File: config.mk
export PLATFORM = sky130hd
export DESIGN_NAME = huffman_code_gen
export DESIGN_NICKNAME = d
export VERILOG_FILES = /design/src/rtl/huffman_code_gen.sv
export SDC_FILE = /design/constraint.sdc
export NUM_CORES = 1
export LEC_CHECK = 0
export BUFFER_PORTS_ARGS = -buffer_cell sky130_fd_sc_hd__buf_2
export CELL_PAD_IN_SITES_DETAIL_PLACEMENT = 1
export CELL_PAD_IN_SITES_GLOBAL_PLACEMENT = 1
export CORE_ASPECT_RATIO = 2
export CORE_MARGIN = 2
export CORE_UTILIZATION = 37
export DETAILED_ROUTE_END_ITERATION = 10
export GPL_TIMING_DRIVEN = 1
export PLACE_DENSITY = 0.61
export REMOVE_ABC_BUFFERS = 1
export SLEW_MARGIN = 25
export SYNTH_ARGS = -nofsm -noshare
export SYNTH_HDL_FRONTEND = slang
export SYNTH_SLANG_ARGS = --single-unit
File: constraint.sdc
create_clock -name clk -period 4.4 [get_ports clk]
set_clock_uncertainty 0.2 [all_clocks]
set_input_delay 0.44 -clock clk [delete_from_list [all_inputs] [get_ports clk]]
set_output_delay 0.44 -clock clk [all_outputs]
set_load 0.05 [all_outputs]
File: src/rtl/huffman_code_gen.sv
// Huffman code generator: captures the five merge records of a 6-leaf tree, then walks it from root 6.
// Define HC_LEFT_ALIGN_EN to emit MSB-aligned codes and masks instead of right-aligned ones.
module huffman_code_gen #(
  parameter int CODE_W = 8,
  parameter int N_SYM  = 6
) (
  input  logic              clk,
  input  logic              reset,
  input  logic              start,
  input  logic [3:0]        node_l,
  input  logic [3:0]        node_r,
  input  logic [3:0]        root_sel,
  input  logic              w_r,
  input  logic              cmb_cmp_flg,
  output logic [CODE_W-1:0] HC1,
  output logic [CODE_W-1:0] HC2,
  output logic [CODE_W-1:0] HC3,
  output logic [CODE_W-1:0] HC4,
  output logic [CODE_W-1:0] HC5,
  output logic [CODE_W-1:0] HC6,
  output logic [CODE_W-1:0] M1,
  output logic [CODE_W-1:0] M2,
  output logic [CODE_W-1:0] M3,
  output logic [CODE_W-1:0] M4,
  output logic [CODE_W-1:0] M5,
  output logic [CODE_W-1:0] M6,
  output logic              code_valid,
  output logic              err,
  output logic              busy
);
  typedef enum logic [1:0] {IDLE, COLLECT, ASSIGN, DONE} state_t;

  state_t            state;
  logic [7:0]        tbl [0:4];
  logic [2:0]        cnt, k;
  logic [CODE_W-1:0] pre [0:4];
  logic [2:0]        len [0:4];
  logic [CODE_W-1:0] hc  [0:N_SYM-1];
  logic [CODE_W-1:0] m   [0:N_SYM-1];

  logic              rec_ok;
  logic [2:0]        cnt_nx, root_idx, l_idx, r_idx, len_c;
  logic [3:0]        child_l, child_r;
  logic [CODE_W-1:0] code_l, code_r, hc_lv, hc_rv, m_v;

  always_comb begin
    rec_ok   = w_r && root_sel >= 4'd6 && root_sel <= 4'd10 && cnt != 3'd5;
    cnt_nx   = cnt + {2'b00, rec_ok};
    root_idx = 3'(root_sel - 4'd6);
    child_l  = tbl[k][7:4];
    child_r  = tbl[k][3:0];
    l_idx    = 3'(child_l - 4'd6);
    r_idx    = 3'(child_r - 4'd6);
    code_l   = (pre[k] << 1) | CODE_W'(1);
    code_r   = pre[k] << 1;
    len_c    = len[k] + 3'd1;
  end

  // Leaf write-back formatting; the walk itself never depends on alignment.
  always_comb begin
`ifdef HC_LEFT_ALIGN_EN
    int sh;
    sh    = CODE_W - int'(len_c);
    hc_lv = code_l << sh;
    hc_rv = code_r << sh;
    m_v   = ~((CODE_W'(1) << sh) - CODE_W'(1));
`else
    hc_lv = code_l;
    hc_rv = code_r;
    m_v   = (CODE_W'(1) << len_c) - CODE_W'(1);
`endif
  end

  always_ff @(posedge clk) begin
    if (reset) begin
      state      <= IDLE;
      cnt        <= '0;
      k          <= '0;
      err        <= 1'b0;
      busy       <= 1'b0;
      code_valid <= 1'b0;
      for (int i = 0; i < 5; i++) begin
        tbl[i] <= '0;
        pre[i] <= '0;
        len[i] <= '0;
      end
      for (int i = 0; i < N_SYM; i++) begin
        hc[i] <= '0;
        m[i]  <= '0;
      end
    end else begin
      code_valid <= 1'b0;
      if (start) begin
        state <= COLLECT;
        busy  <= 1'b1;
        cnt   <= '0;
        err   <= 1'b0;
        for (int i = 0; i < 5; i++) tbl[i] <= '0;
        for (int i = 0; i < N_SYM; i++) begin
          hc[i] <= '0;
          m[i]  <= '0;
        end
      end else begin
        case (state)
          IDLE: ;
          COLLECT: begin
            if (rec_ok) begin
              tbl[root_idx] <= {node_l, node_r};
              cnt           <= cnt_nx;
            end
            if (w_r && !rec_ok) err <= 1'b1;
            // Count check includes a record landing in the same cycle as the done flag.
            if (cmb_cmp_flg) begin
              if (cnt_nx == 3'd5) begin
                state  <= ASSIGN;
                k      <= '0;
                pre[0] <= '0;
                len[0] <= '0;
              end else begin
                err   <= 1'b1;
                state <= DONE;
                busy  <= 1'b0;
              end
            end
          end
          ASSIGN: begin
            if (child_l < 4'd6) begin
              hc[child_l[2:0]] <= hc_lv;
              m[child_l[2:0]]  <= m_v;
            end else if (child_l <= 4'd10) begin
              pre[l_idx] <= code_l;
              len[l_idx] <= len_c;
            end
            if (child_r < 4'd6) begin
              hc[child_r[2:0]] <= hc_rv;
              m[child_r[2:0]]  <= m_v;
            end else if (child_r <= 4'd10) begin
              pre[r_idx] <= code_r;
              len[r_idx] <= len_c;
            end
            k <= k + 3'd1;
            if (k == 3'd4) begin
              state <= DONE;
              busy  <= 1'b0;
            end
          end
          DONE: begin
            code_valid <= 1'b1;
            state      <= IDLE;
          end
          default: state <= IDLE;
        endcase
      end
    end
  end

  assign HC1 = hc[0];
  assign HC2 = hc[1];
  assign HC3 = hc[2];
  assign HC4 = hc[3];
  assign HC5 = hc[4];
  assign HC6 = hc[5];
  assign M1  = m[0];
  assign M2  = m[1];
  assign M3  = m[2];
  assign M4  = m[3];
  assign M5  = m[4];
  assign M6  = m[5];
endmodule

==> flow_summary.yaml, run 1 <==
status:
  status: "finished, final reports clean"
worst_setup_path:
  crit_path_start_kind: "register"
  r2r_slack_ns: 0.69
  crit_arrival_ns: 3.79
  critPathRequiredTime_ns: 4.48
  worstPathMaxFanout: 10
  r2r_cells: 13
  worstSetupEndpointType: "register"
  crit_type: "reg2reg"
  regToRegEndpoint: "m[2][6]$_DFFE_PP_"
sta:
  fin_crit_ns: 3.71
  slew-limit-headroom: 0.463
  worstMarginPinSlew_ns: 0.784
  post-route-period-util: 0.844
  tns_ns: 0
  max_freq_mhz: 269
  drv_slew: 0
  setup_violations: 0
  rsz0062_at_grt: "false"
  hold_violations: 0
final_layout:
  final_util: 0.446
  fin_area_mm2: 0.0132
  syn_to_final_growth_pct: 18.8
  antennaDiodeCount: 0
  fin_cells: 1329
  layout.nets: 983
  layout-drive-gt1-share: 0.295
detailed_routing:
  vias: 6845
  drt_iter0_markers: 312
  ant_nets: 0
  wl_per_cell_um: 22.3
  wl_um: 29600
  vias_per_cell: 5.15
  drtPass1Iterations: 4
  drc: 0
cts:
  cts-root-buf: "clkbuf_16"
  ctsHtreeMaxLevel: 1
  cts_buffers: 23
  postCtsSetupBuffers: 0
  tritoncts: "done"
  cts-resized-gates: 0
  clk_path_buf_depth: 3
  clk_latency_ns: 0.53
  clkTransAtPathRegs_ns: 0.06
  clkSinkCount: 254
floorplan:
  die_area_mm2: 0.0314
  die_w_um: 126
  initial_core_util: 0.375
  rows: 89
  die_y_um: 249
  core-area_mm2: 0.0295
  pin_count: 116
global_routing:
  grt_pass1_vias: 7435
  grt_pass1_wl_um: 44800
  grt_util_all_layers: 0.189
  antenna_found_initial: 0
  grt_remaining_overflow: 0
  grt_max_degree: 23
power:
  p_leak_nw: 5.10
  ir_worst_vdd_mv: 0.278
  power.density_mw_per_mm2: 385
  p_total_w: 0.00507
synth:
  netlist_area_mm2: 0.0111
  async_flop_share: 0
  synth_commonest_cells: "edfxtp_1 (226), nor2_1 (166), and2_1 (45)"
  synthDistinctLibCells: 71
  ys_warn_count: 0
  synth.top_cell.area_share: 0.613
  syn_inst: 765
  synth_edf_count: 226
  post-synth-top-area-cell: "edfxtp_1"
  synthTopCellsByArea: "edfxtp_1 (61%), mux4_2 (7.3%), nor2_1 (5.6%)"
  yosys_most_used_dff: "edfxtp_1"
  ys_seq_area_frac: 0.663
  avgSynthCellArea_um2: 14.5
  ys_seq_elements: 254
  synth_most_common_cell: "edfxtp_1"
min_path:
  hp-class: "in2reg"
  holdPathEnd: "tbl[6][5]$_DFFE_PP_"
  min_from: "node_l[1]"
  hold_path_depth: 1
placed_design:
  place_inst: 1280
  gp_congestion: 0.779
  port_buffers: 115
  dpl.hpwl_um: 22500
  placed_cell_area_mm2: 0.0124
run:
  drv_cap: 0
## what timing repair did
action,CTS,global route
hold buffers,7,0
hold endpoints to repair,21,0
setup endpoints to repair,0,0
## worst max-delay path, cell delays in order, from the launching register on
cell and delay, ns:
dfxtp_2 0.39, buf_4 0.27, mux4_2 0.52, mux2i_1 0.26, inv_1 0.14, ha_1 0.29, xor2_1 0.34, and2_1 0.20
inv_1 0.04, ha_1 0.23, nor3b_1 0.18, mux2i_2 0.15, buf_4 0.19, nor2_1 0.06
## cell type report
cell class,instances,area [um^2]
clock buffer,33,633
clock inverter,9,53.8
fill,3075,16400
inverter,19,71.3
multi-input combinational,480,3580
sequential,254,7350
tap,364,455
timing repair buffer,170,1020
## sequential cells by signal, summed over array words and instances, names as in the netlist, 2 cells and up, named ones only
register  flops
cnt           3
pre          56
state         2
k             3
hc           48
m            48
len          24
tbl          64
## power breakdown
group | switching, W | internal, W
logic | 0.000332 | 0.000113
registers | 0.0000305 | 0.00270
clock network | 0.000881 | 0.00101
total | 0.00124 | 0.00382
## per-layer routing
metal | vias up | track usage | routed length (um)
met4 | 0 | 0.0832 | 1360
met5 | - | 0 | 0
li1 | 3152 | - | -
met3 | 57 | 0.0262 | 1040
met1 | 3456 | 0.174 | 9380
met2 | 180 | 0.390 | 17800
## placed cells by master, fill, tap and decap left out, types with 7 or more instances in the layout
cell and n:
clkbuf_16 23, nor2_1 165, buf_2 115, ha_1 18, nand2_1 23, dfxtp_1 26
conb_1 24, mux4_2 36, nand2b_1 12, mux2_2 7, mux2i_1 13, clkbuf_1 8
edfxtp_1 226, a21oi_1 17, nor2_2 10, buf_4 47, nor3_1 8, dlygate4sd3_1 7
and2_1 45, inv_1 17
## metrics by stage
step / setup slack [ns] / hold slack (ns)
2_1_floorplan: -0.540 / 0.205
3_3_place_gp: 0.775 / 0.218
3_5_place_dp: 0.650 / 0.220
4_1_cts: 0.638 / 0.0111
5_1_grt: 0.389 / 0.0209
6_report: 0.687 / 0.0307
## how the worst max path moves through the flow
stage | to | slack [ns]
5_1_grt | m[5][6]$_DFFE_PP_ | 0.39
3_3_place_gp | pre[0][5]$_DFFE_PP_ | 0.78
6_report | m[2][6]$_DFFE_PP_ | 0.69
3_5_place_dp | m[4][6]$_DFFE_PP_ | 0.65
2_1_floorplan | m[3][4]$_DFFE_PP_ | -0.54
4_1_cts | m[0][6]$_DFFE_PP_ | 0.64
## logic make-up after synthesis
group,synth area share
AO/OA/AOI/OAI,0.0511
XOR/XNOR,0.00553
adder cells (fa/ha/maj),0.0203
buffers and inverters,0.0228
flip-flops,0.663
multiplexers,0.104
other,0.000339
AND/OR/NAND/NOR,0.132
Note: power is estimated with default switching activity, not from simulation.
==> run 2: changes to the inputs <==
--- a/config.mk
+++ b/config.mk
@@ -13,7 +13,7 @@
 export CORE_UTILIZATION = 37
 export DETAILED_ROUTE_END_ITERATION = 10
 export GPL_TIMING_DRIVEN = 1
-export PLACE_DENSITY = 0.61
+export PLACE_DENSITY = 0.63
 export REMOVE_ABC_BUFFERS = 1
 export SLEW_MARGIN = 25
 export SYNTH_ARGS = -nofsm -noshare
==> constraint.sdc (replaced) <==
create_clock -name clk -period 3 [get_ports clk]
set_clock_uncertainty 0.2 [all_clocks]
set_input_delay 0.3 -clock clk [delete_from_list [all_inputs] [get_ports clk]]
set_output_delay 0.3 -clock clk [all_outputs]
set_load 0.05 [all_outputs]
==> flow_summary.yaml, run 2 (synthesis gave the netlist of run 1 again) <==
cts:
  ctsHtreeMaxLevel: 1
  clkSinkCount: 254
  cts-root-buf: "clkbuf_16"
  clk_path_buf_depth: 3
  cts_buffers: 23
  clkTransAtPathRegs_ns: 0.07
  clk_latency_ns: 0.53
  tritoncts: "done"
global_routing:
  grt_max_degree: 24
  grt_remaining_overflow: 0
  antenna_found_initial: 0
  grt_util_all_layers: 0.200
  grt_pass1_wl_um: 47200
  grt_pass1_vias: 8002
sta:
  slew-limit-headroom: 0.611
  post-route-period-util: 1.02
  max_freq_mhz: 328
  setup_violations: 15
  fin_hold_ws_ns: 0.0440
  fin_ws_ns: -0.0500
  drv_slew: 0
  hold_violations: 0
  rsz0062_at_grt: "true"
  fin_crit_ns: 3.05
  worstMarginPinSlew_ns: 0.584
worst_setup_path:
  worstPathMaxFanout: 7
  crit_path_start_kind: "register"
  crit_buf_inv: 2
  slowest_delay_ns: 0.51
  worstSetupEndpointType: "register"
  crit_type: "reg2reg"
  cp_slowest_cell: "mux4_2"
  crit_arrival_ns: 3.13
  cp_num_cells: 12
  critPathRequiredTime_ns: 3.08
  r2r_slack_ns: -0.05
  path_cells: "mux4_2 > mux2_4 > ha_4 > xor2_4 > buf_4 > nand2_4 > ha_4 > nand2_4 > xnor2_2 > mux2i_2 > buf_6 > nor2_1"
  endpoint: "m[3][6]$_DFFE_PP_"
  crit_family: "multiplexers"
  regToRegEndpoint: "m[3][6]$_DFFE_PP_"
  r2r_cells: 12
detailed_routing:
  drtPass1Iterations: 4
  wl_per_cell_um: 22.0
  drt_iter0_markers: 321
  vias: 7155
  vias_per_cell: 5.05
  wl_um: 31300
  ant_nets: 0
  drc: 0
final_layout:
  final_cell_mix: "edfxtp_1 (226), nor2_1 (157), buf_2 (115), buf_4 (108), and2_1 (44)"
  layout-drive-gt1-share: 0.388
  layout.nets: 1074
  final_common_cell: "edfxtp_1"
  syn_to_final_growth_pct: 30.3
  largestRegisters: "tbl x64, pre x56"
  largest_reg_flops: 64
  fin_area_mm2: 0.0144
  top_register: "tbl"
  antennaDiodeCount: 0
floorplan:
  die_area_mm2: 0.0314
  initial_core_util: 0.375
  die_w_um: 126
  die_y_um: 249
  pin_count: 116
  core-area_mm2: 0.0295
  rows: 89
power:
  p_total_w: 0.00783
  ir_worst_vdd_mv: 0.399
  p_leak_nw: 5.66
  power.density_mw_per_mm2: 543
status:
  status: "finished with violations"
  violations: "setup timing"
placed_design:
  gp_congestion: 0.866
  dpl.hpwl_um: 23900
  port_buffers: 115
  placed_cell_area_mm2: 0.0131
  place_ws_ns: -0.339
run:
  drv_cap: 0
min_path:
  hp-class: "in2reg"
## run 2: worst min-delay path by stage
stage                                 startpoint  cells past startpoint  slack (ns)                     end
final                                        w_r                      4        0.04        err$_SDFFE_PP0P_
after global routing                 cmb_cmp_flg                      4        0.08        err$_SDFFE_PP0P_
after CTS                                    w_r                      4        0.03        err$_SDFFE_PP0P_
after detailed placement  pre[7][0]$_SDFFE_PP0P_                      1        0.23  pre[7][0]$_SDFFE_PP0P_
after global placement    pre[7][0]$_SDFFE_PP0P_                      1        0.22  pre[7][0]$_SDFFE_PP0P_
after floorplan                            reset                      1        0.17   state[0]$_SDFFE_PP0P_
## run 2: power by group
part	switching, W	leakage (nW)	internal [W]
Sequential	0.0000474	2.60	0.00396
Combinational	0.000528	2.69	0.000259
Clock	0.00130	0.364	0.00174
Total	0.00187	5.66	0.00596
## run 2: layout make-up
type                            instances  area (um^2)
Clock buffer                           31          636
Clock inverter                          9          118
Fill cell                            3015        15100
Inverter                               19         75.1
Multi-Input combinational cell        480         3850
Sequential cell                       254         7350
Tap cell                              364          455
Timing Repair Buffer                  260         1930
Timing Repair inverter                  1         7.51
## run 2: tightest hold or removal path: cells and delay by family
kind | cells | cell delay [ns]
buffers and inverters | 1 | 0.11
AOI/OAI and AO/OA | 3 | 0.32
## run 2: metrics by stage
stage	setup TNS [ns]	cells	util
3_3_place_gp	-14.38	1351	0.444
3_5_place_dp	-22.74	1351	0.444
5_1_grt	-8.12	1418	0.489
2_1_floorplan	-395.91	753	-
6_report	-0.258	1418	0.489
4_1_cts	-0.159	1411	0.481
## run 2: routing by layer
layer  wire length (um)  part of all wire  global-route usage  vias to the layer above
li1                   -                 -                   -                     3339
met1               9340              0.30               0.172                     3582
met2              19300              0.62               0.425                      174
met3                962             0.031              0.0217                       60
met4               1620             0.052              0.0973                        0
met5                  0                 0                   0                        -
## run 2: timing repair
action | CTS | global route
resized for setup | 37 | 40
pin swaps | 6 | 7
setup endpoints to repair | 240 | 215
hold buffers | 11 | 0
setup buffers | 8 | 7
gates cloned | 1 | 1
endpoints found under the hold margin | 71 | 0
==> run 3: changes to the inputs <==
--- a/config.mk
+++ b/config.mk
@@ -11,6 +11,7 @@
 export CORE_ASPECT_RATIO = 2
 export CORE_MARGIN = 2
 export CORE_UTILIZATION = 37
+export CTS_BUF_LIST = sky130_fd_sc_hd__clkbuf_8 sky130_fd_sc_hd__clkbuf_16
 export DETAILED_ROUTE_END_ITERATION = 10
 export GPL_TIMING_DRIVEN = 1
 export PLACE_DENSITY = 0.63
==> flow_summary.yaml, run 3 (synthesis gave the netlist of run 1 again) <==
placed_design:
  place_inst: 1351
  port_buffers: 115
  gp_congestion: 0.866
  placed_cell_area_mm2: 0.0131
  dpl.hpwl_um: 23900
  place_ws_ns: -0.339
sta:
  post-route-period-util: 1.02
  hold_violations: 0
  fin_ws_ns: -0.0508
  rsz0062_at_grt: "true"
  worstMarginPinSlew_ns: 0.584
  max_freq_mhz: 328
  drv_slew: 0
  fin_crit_ns: 3.05
  slew-limit-headroom: 0.611
  fin_hold_ws_ns: 0.0445
  setup_violations: 15
detailed_routing:
  ant_nets: 0
  vias: 7169
  drtPass1Iterations: 4
  vias_per_cell: 5.06
  drt_iter0_markers: 318
  drc: 0
  wl_per_cell_um: 22.0
  wl_um: 31300
final_layout:
  top_register: "tbl"
  largest_reg_flops: 64
  fin_cells: 1418
  fin_area_mm2: 0.0144
  fill_cells: 3015
  antennaDiodeCount: 0
  final_cell_mix: "edfxtp_1 (226), nor2_1 (157), buf_2 (115), buf_4 (108), and2_1 (44)"
  largestRegisters: "tbl x64, pre x56"
  final_common_cell: "edfxtp_1"
  layout-drive-gt1-share: 0.388
  syn_to_final_growth_pct: 30.3
  layout.nets: 1074
power:
  seqPwrFrac: 0.513
  p_switching_w: 0.00187
  power.share.clock: 0.386
  switching_share: 0.240
  power.density_mw_per_mm2: 542
  p_comb_frac: 0.101
  p_leak_nw: 5.68
  ir_worst_vdd_mv: 0.399
  p_int_w: 0.00594
  p_total_w: 0.00782
cts:
  tritoncts: "done"
  cts_buffers: 23
  clk_path_buf_depth: 3
  clk_latency_ns: 0.53
  clkTransAtPathRegs_ns: 0.07
  clkSinkCount: 254
  ctsHtreeMaxLevel: 1
  cts-root-buf: "clkbuf_16"
floorplan:
  pin_count: 116
  die_w_um: 126
  die_area_mm2: 0.0314
  rows: 89
  core-area_mm2: 0.0295
  initial_core_util: 0.375
  die_y_um: 249
global_routing:
  antenna_found_initial: 0
  grt_remaining_overflow: 0
  grt_util_all_layers: 0.200
  grt_pass1_vias: 8002
  grt_pass1_wl_um: 47200
  grt_max_degree: 24
status:
  violations: "setup timing"
  status: "finished with violations"
worst_setup_path:
  crit_arrival_ns: 3.14
  critPathRequiredTime_ns: 3.09
  worstSetupEndpointType: "register"
  crit_path_start_kind: "register"
  crit_type: "reg2reg"
  worstPathMaxFanout: 7
run:
  drv_cap: 0
min_path:
  hp-class: "in2reg"
[run 3: changes by cell type in the layout (fill, tap and decap cells not counted)]
cell	before	now
inv_1	13	18
clkbuf_1	5	0
[run 3: worst paths after layout]
check / start / endpoint / slack (ns) / cells past startpoint
hold / removal: w_r / err$_SDFFE_PP0P_ / 0.04 / 4
hold reg to reg: pre[7][0]$_SDFFE_PP0P_ / pre[7][0]$_SDFFE_PP0P_ / 0.24 / 1
setup / recovery: register / m[3][6]$_DFFE_PP_ / -0.05 / 12
setup reg to reg: register / m[3][6]$_DFFE_PP_ / -0.05 / 12
[run 3: worst max-delay path, stage by stage, from the launching register on]
cell,delay (ns)
dfxtp_4,0.44
mux4_2,0.51
mux2_4,0.31
ha_4,0.18
xor2_4,0.15
buf_4,0.15
nand2_4,0.07
ha_4,0.18
nand2_4,0.06
xnor2_2,0.13
mux2i_2,0.17
buf_6,0.18
nor2_1,0.06
[run 3: power by group through the flow]
stage,Combinational (W),Clock [W],Sequential (W)
after CTS,0.000769,0.00310,0.00401
after global routing,0.000832,0.00322,0.00402
after floorplan,0.000222,0,0.00428
after detailed placement,0.000736,0,0.00409
final,0.000787,0.00302,0.00401
after global placement,0.000723,0,0.00408
[run 3: cell type report]
cell class                      count  area (um^2)  share of cell area
Clock buffer                       26          617              0.0428
Clock inverter                     14          136             0.00945
Inverter                           19         75.1             0.00520
Multi-Input combinational cell    480         3850               0.267
Sequential cell                   254         7350               0.510
Tap cell                          364          455              0.0316
Timing Repair Buffer              260         1930               0.134
Timing Repair inverter              1         7.51            0.000520
[run 3: what timing repair did]
item                       4_1_cts  5_1_grt
setup endpoints to repair      240      215
gates cloned                     1        1
pin swaps                        6        7
setup buffers                    8        7
hold buffers                    11        0
gates resized for setup         37       40
hold endpoints to repair        71        0
[run 3: metal layers]
metal | vias up | track usage | routed length, um
met5 | - | 0 | 0
met4 | 0 | 0.0973 | 1620
met3 | 60 | 0.0217 | 957
met2 | 171 | 0.425 | 19300
met1 | 3599 | 0.172 | 9390
li1 | 3339 | - | -
[run 3: per-stage QoR]
step | utilization | TNS, ns
finish | 0.489 | -0.252
global route | 0.489 | -8.11
CTS | 0.481 | -0.159
detailed placement | 0.444 | -22.74
global placement | 0.444 | -14.38
floorplan | - | -395.91
